**config.mk**
```make
export PLATFORM = sky130hd
export DESIGN_NAME = btn_event_conditioner
export DESIGN_NICKNAME = d
export VERILOG_FILES = /design/src/rtl/btn_cond_pkg.sv /design/src/rtl/btn_event_conditioner_debounce.sv /design/src/rtl/btn_event_conditioner.sv
export SDC_FILE = /design/constraint.sdc
export NUM_CORES = 1
export LEC_CHECK = 0
export CAP_MARGIN = 20
export CORE_AREA = 2 2 102 104
export DETAILED_ROUTE_END_ITERATION = 7
export DIE_AREA = 0 0 104 106
export GPL_ROUTABILITY_DRIVEN = 0
export PLACE_DENSITY = 0.69
export SYNTH_ARGS = -nofsm -noshare
export SYNTH_HDL_FRONTEND = slang
export SYNTH_SLANG_ARGS = --single-unit
```
**constraint.sdc**
```tcl
create_clock -name clk -period 2.4 [get_ports clk]
set_input_delay 0.24 -clock clk [delete_from_list [all_inputs] [get_ports clk]]
set_output_delay 0.24 -clock clk [all_outputs]
set_load 0.03 [all_outputs]
```
**src/rtl/btn_cond_pkg.sv**
```systemverilog
// Shared constants and helpers for the button event conditioner.
// Holds the default sizes and the lowest-set-index priority helper.
package btn_cond_pkg;

  localparam int NBTN_DEF        = 8;
  localparam int IDX_W_DEF       = 3;
  localparam int DEB_1MS_AT_1MHZ = 1000;

  // Widest mask the priority helper accepts
  localparam int MASK_MAX   = 32;
  localparam int MASK_IDX_W = 5;

  function automatic logic [MASK_IDX_W-1:0] lowest_set_idx(input logic [MASK_MAX-1:0] mask);
    logic [MASK_IDX_W-1:0] idx;
    idx = {MASK_IDX_W{1'b0}};
    // Scan downward so the lowest set bit is the last one written
    for (int i = MASK_MAX - 1; i >= 0; i--) begin
      if (mask[i]) begin
        idx = MASK_IDX_W'(i);
      end
    end
    return idx;
  endfunction

endpackage

```
**src/rtl/btn_event_conditioner_debounce.sv**
```systemverilog
// One button bit: 2-FF synchroniser, stability counter and accepted level.
// rise/fall strobe in the cycle before level changes, so a registered copy lines up with level.
module btn_debounce_bit
  import btn_cond_pkg::*;
#(
  parameter int DEB_CYCLES = DEB_1MS_AT_1MHZ
) (
  input  logic clk,
  input  logic rst,
  input  logic raw,
  output logic level,
  output logic rise,
  output logic fall
);

  localparam int CNT_W = $clog2(DEB_CYCLES);
  localparam logic [CNT_W-1:0] CNT_LAST = CNT_W'(DEB_CYCLES - 1);

  logic             sync1_r;
  logic             sync2_r;
  logic             level_r;
  logic [CNT_W-1:0] cnt_r;
  logic             flip_s;

  // A differing input that has now been stable long enough is accepted this cycle
  always_comb begin
    flip_s = 1'b0;
    if ((sync2_r != level_r) && (cnt_r == CNT_LAST)) begin
      flip_s = 1'b1;
    end else begin
      flip_s = 1'b0;
    end
  end

  // Synchroniser chain, stability counter and debounced level
  always_ff @(posedge clk) begin
    if (rst) begin
      sync1_r <= 1'b0;
      sync2_r <= 1'b0;
      cnt_r   <= {CNT_W{1'b0}};
      level_r <= 1'b0;
    end else begin
      sync1_r <= raw;
      sync2_r <= sync1_r;
      if (sync2_r == level_r) begin
        cnt_r <= {CNT_W{1'b0}};
      end else if (flip_s) begin
        cnt_r   <= {CNT_W{1'b0}};
        level_r <= sync2_r;
      end else begin
        cnt_r <= cnt_r + CNT_W'(1);
      end
    end
  end

  assign level = level_r;
  assign rise  = flip_s & sync2_r;
  assign fall  = flip_s & ~sync2_r;

endmodule

```
**src/rtl/btn_event_conditioner.sv**
```systemverilog
// Debounces NBTN buttons and queues presses as indexed events on a valid/ready port.
// Define BTN_RELEASE_EVT_EN to also queue debounced releases (reported with evt_rel=1).
module btn_event_conditioner
  import btn_cond_pkg::*;
#(
  parameter int NBTN       = NBTN_DEF,
  parameter int DEB_CYCLES = DEB_1MS_AT_1MHZ,
  localparam int IDX_W     = $clog2(NBTN)
) (
  input  logic             clk,
  input  logic             rst,
  input  logic             ena,
  input  logic [NBTN-1:0]  btn_raw,
  output logic [NBTN-1:0]  btn_level,
  output logic [NBTN-1:0]  btn_press,
  output logic             evt_valid,
  output logic [IDX_W-1:0] evt_idx,
  input  logic             evt_ready,
  output logic             evt_rel,
  output logic             evt_overflow
);

  localparam logic [NBTN-1:0] ONE_HOT0 = {{(NBTN-1){1'b0}}, 1'b1};

  logic [NBTN-1:0]  rise_s;
  logic [NBTN-1:0]  fall_s;
  logic [NBTN-1:0]  press_r;
  logic [NBTN-1:0]  pend_r;
  logic [NBTN-1:0]  pend_clr_s;
  logic             ovf_r;
  logic             ovf_hit_s;
  logic             evt_valid_s;
  logic [IDX_W-1:0] evt_idx_s;

  for (genvar g = 0; g < NBTN; g++) begin : g_bit
    btn_debounce_bit #(.DEB_CYCLES(DEB_CYCLES)) u_deb (
      .clk   (clk),
      .rst   (rst),
      .raw   (btn_raw[g]),
      .level (btn_level[g]),
      .rise  (rise_s[g]),
      .fall  (fall_s[g])
    );
  end

`ifdef BTN_RELEASE_EVT_EN
  logic [NBTN-1:0] relp_r;
  logic [NBTN-1:0] rel_pend_r;
  logic [NBTN-1:0] rel_clr_s;
  logic            evt_rel_s;

  // Presses always win over releases; only the chosen mask loses its bit on accept
  always_comb begin
    evt_valid_s = (|pend_r) | (|rel_pend_r);
    evt_rel_s   = 1'b0;
    evt_idx_s   = {IDX_W{1'b0}};
    pend_clr_s  = {NBTN{1'b0}};
    rel_clr_s   = {NBTN{1'b0}};
    if (|pend_r) begin
      evt_idx_s = IDX_W'(lowest_set_idx(MASK_MAX'(pend_r)));
      evt_rel_s = 1'b0;
    end else begin
      evt_idx_s = IDX_W'(lowest_set_idx(MASK_MAX'(rel_pend_r)));
      evt_rel_s = |rel_pend_r;
    end
    if (evt_valid_s && evt_ready && !evt_rel_s) begin
      pend_clr_s = ONE_HOT0 << evt_idx_s;
    end else if (evt_valid_s && evt_ready) begin
      rel_clr_s = ONE_HOT0 << evt_idx_s;
    end else begin
      pend_clr_s = {NBTN{1'b0}};
      rel_clr_s  = {NBTN{1'b0}};
    end
    ovf_hit_s = (|(press_r & pend_r & ~pend_clr_s)) | (|(relp_r & rel_pend_r & ~rel_clr_s));
  end

  // Release pulses and release mask
  always_ff @(posedge clk) begin
    if (rst) begin
      relp_r     <= {NBTN{1'b0}};
      rel_pend_r <= {NBTN{1'b0}};
    end else begin
      relp_r     <= fall_s & {NBTN{ena}};
      rel_pend_r <= (rel_pend_r & ~rel_clr_s) | relp_r;
    end
  end

  assign evt_rel = evt_rel_s;
`else
  logic unused_fall_s;

  // Lowest pending press is offered; it leaves the mask once the consumer takes it
  always_comb begin
    evt_valid_s = |pend_r;
    evt_idx_s   = IDX_W'(lowest_set_idx(MASK_MAX'(pend_r)));
    pend_clr_s  = {NBTN{1'b0}};
    if (evt_valid_s && evt_ready) begin
      pend_clr_s = ONE_HOT0 << evt_idx_s;
    end else begin
      pend_clr_s = {NBTN{1'b0}};
    end
    ovf_hit_s = |(press_r & pend_r & ~pend_clr_s);
  end

  assign unused_fall_s = ^fall_s;
  assign evt_rel       = 1'b0;
`endif

  // Press pulses, pending press mask and sticky overflow flag
  always_ff @(posedge clk) begin
    if (rst) begin
      press_r <= {NBTN{1'b0}};
      pend_r  <= {NBTN{1'b0}};
      ovf_r   <= 1'b0;
    end else begin
      press_r <= rise_s & {NBTN{ena}};
      pend_r  <= (pend_r & ~pend_clr_s) | press_r;
      ovf_r   <= ovf_r | ovf_hit_s;
    end
  end

  assign btn_press    = press_r;
  assign evt_valid    = evt_valid_s;
  assign evt_idx      = evt_idx_s;
  assign evt_overflow = ovf_r;

endmodule

```
==> metrics <==
H-tree depth=4; Detail Route Antenna Nets=0; total placed cells including tap cells=683; drt wl/cell=between 10 and 15 microns; Die Outline Area=around 0.011 sq mm; number of flops mapped to enable cells by yosys=0; kind of path behind the tightest hold check=input pin to flip-flop; Die Width=between 100 and 150 microns; setup-violating endpoint count in the final report=0; post-synth cell types=42; maximum clock rate=445 MHz; Final Hold Fails=0; Min Clock Period, post-route=about 2200 ps; worst setup path class=flip-flop to output port; part of the Yosys area used for sequential elements=49.7%; Psw=just under 0.0009 W; clk sinks=~120; number of design rule violations left after detail routing=0; register bit total from synthesis=roughly 120; area delta synth->final=20.4%; number of antenna violations at the first check in global routing=0; Static Leakage=~2.1 nW; r2r worst-path depth=4; I/O pin cnt=34; Worst-path clk slew=around 60 ps; wire length of the first global-routing pass=14500 microns; Row Count=37; reg2reg setup slack=around 700 ps; detailed-route vias per instance=about 5; number of buffers added on ports=32; post-layout worst setup margin=between 150 and 200 ps; source-to-sink clock delay at the later pin of the worst-skew pair=roughly 520 ps; Post CTS Setup Buffer Count=0; DRC marker count from the first detailed-route iteration=112; area inside the core boundary=about 0.010 sq mm; nature of the critical path endpoint=output port; count of mapped cells out of synthesis=between 500 and 600; VDD IR max=approximately 0.38 mV; clock tree from TritonCTS=built; nets=between 500 and 600; required time at the worst-slack endpoint=2160 ps; sequential group share of total power=a little over two fifths; starting utilization of the core area=48.8%; Power Density=between 700 and 800 mW/mm^2; Syn Nets=roughly 560; part of the power in the clock network=between 50% and 60%; top_reg_cell synth=dfxtp_1; worst clock skew=between 4 and 5 ps; final-report max-slew violation count=0; status=finished clean; Routed WL=slightly above 8000 microns; asr flop ratio synth=0%; arrival time at the worst endpoint=about 2000 ps; vias in the first global route=about 3300; cells resized by post-CTS repair=1; type of origin of the critical path=flip-flop; highest net fanout along the worst path=8; maximum root-to-sink buffer count=2; internal power of the cells=between 0.003 and 0.004 W; Hold Path Stages=2; worst setup slack before clock tree synthesis=about 440 ps; global-route total usage across every layer=approximately 16%; final cell count without fillers=between 700 and 800; number of vias after detailed routing=around 3500; setup total negative slack=0 ps; cts hold-fix bufs=0; Fill cells=about 860; first-pass iteration count of the detailed router=4; Tcrit/Tclk final=93.6%; Die Ht=around 110 microns; cell area after technology mapping=just under 0.005 sq mm; pin count of the biggest net entering global routing=29; RSZ-0062 raised after global routing=no; number of violations of the max-capacitance limit=0; Synth Warn #=0; switching power as a share of total power=a little under a fifth; layout cells sized above 1=6.57%; syn avg cell area=9.10 sq um; total congestion overflow after global routing=0; detailed-placement wirelength estimate=5790 microns; logic gate share of total power=between 1.5 and 2%; CTS buffer count=17; root buffer selected by CTS=clkbuf_8; antenna diode count=0
cells in the mapped netlist, types with 5 or more instances:
cell type | instances | area, sq um
nor4_1 | 6 | 37.5
xor2_1 | 23 | 201
ha_1 | 8 | 100
buf_4 | 9 | 67.6
buf_2 | 7 | 35.0
nand3_1 | 20 | 100
a21oi_1 | 10 | 50.1
dfxtp_1 | 121 | 2420
nor2_1 | 103 | 387
clkbuf_1 | 6 | 22.5
or3_1 | 5 | 31.3
nand2b_1 | 7 | 43.8
nor3_1 | 24 | 120
inv_1 | 19 | 71.3
nor2b_1 | 19 | 119
o21ai_0 | 5 | 25.0
and3_1 | 9 | 56.3
nand4_1 | 13 | 81.3
xnor2_1 | 49 | 429
nand2_1 | 27 | 101
mux2i_1 | 8 | 80.1
area by class of cell:
| class | count | area, sq um | share of cell area [%] |
|---|---|---|---|
| clock buffer | 23 | 477 | 8.12 |
| sequential | 121 | 2420 | 41.3 |
| tap | 136 | 170 | 2.90 |
| clock inverter | 8 | 118 | 2.00 |
| timing repair buffer | 34 | 343 | 5.84 |
| inverter | 19 | 71.3 | 1.21 |
| multi-input combinational | 373 | 2270 | 38.7 |
flip-flops by register name, indices dropped and copies added (netlist names):
name,cells
g_bit.u_deb.sync2_r,8
evt_overflow,1
g_bit.u_deb.sync1_r,8
g_bit.u_deb.cnt_r,80
g_bit.u_deb.level,8
btn_press,8
pend_r,8
layer usage:
layer,GRT usage (%),up-vias,part of all wire (%)
li1,-,1838,-
met1,19.5,1632,49
met2,25.8,51,45
met3,5.58,19,3.4
met4,9.94,0,2.6
met5,0,-,0
stage by stage:
step / util (%) / area [sq um] / power (W) / hold WS (ps)
floorplan: - / 4880 / 0.00212 / 368
global placement: 52.6 / 5260 / 0.00215 / 423
detailed placement: 52.6 / 5260 / 0.00215 / 426
CTS: 58.6 / 5860 / 0.00468 / 248
global route: 58.7 / 5870 / 0.00479 / 249
finish: 58.7 / 5870 / 0.00463 / 269
cell usage in the layout (no fill, tap or decap), types with 5 or more instances in the layout:
cell type | Yosys | final
nor3_1 | 24 | 24
nor2b_1 | 19 | 19
xnor2_1 | 49 | 49
clkbuf_16 | 0 | 16
clkdlybuf4s50_1 | 0 | 29
or3_1 | 5 | 5
nand3_1 | 20 | 20
o21ai_0 | 5 | 5
mux2i_1 | 8 | 8
nor2_1 | 103 | 103
nand2_1 | 27 | 27
inv_1 | 19 | 19
nor4_1 | 6 | 5
and3_1 | 9 | 9
a21oi_1 | 10 | 10
clkbuf_8 | 0 | 5
ha_1 | 8 | 8
nand2b_1 | 7 | 7
dfxtp_1 | 121 | 121
nand4_1 | 13 | 13
xor2_1 | 23 | 23
power by group through the flow:
stage	Combinational, W	Clock [W]	Sequential [W]
after floorplan	0.0000443	0	0.00208
final	0.0000732	0.00252	0.00204
after global placement	0.0000725	0	0.00208
after global routing	0.0000820	0.00267	0.00204
after detailed placement	0.0000739	0	0.00208
after CTS	0.0000744	0.00257	0.00204
kinds of logic (layout without fill, tap and decap cells):
kind of cell	count (synthesis)	after routing	share of synthesized area, %
and+or+nand+nor	255	255	25.6
DFF	121	121	49.7
xor gates and xnor gates	72	72	12.9
buffers and inverters	42	84	4.10
AOI/OAI and AO/OA	29	29	3.92
adders and majority gates	8	8	2.05
muxes	8	8	1.64
other	1	1	0.0769
worst max-delay path: stages, from the launching register on:
cell             delay [ps]
dfxtp_1                 380
nor4_1                  420
nand2_1                  80
clkdlybuf4s50_1         600
final timing paths:
kind / from / end
setup / recovery: pend_r[4]$_SDFF_PP0_ / evt_valid
hold / removal: btn_raw[4] / g_bit[4].u_deb.sync1_r$_SDFF_PP0_
setup reg to reg: g_bit[1].u_deb.cnt_r[0]$_SDFF_PP0_ / btn_press[1]$_SDFF_PP0_
hold reg to reg: g_bit[0].u_deb.sync1_r$_SDFF_PP0_ / g_bit[0].u_deb.sync2_r$_SDFF_PP0_
Power figures use the tool's default switching activity.
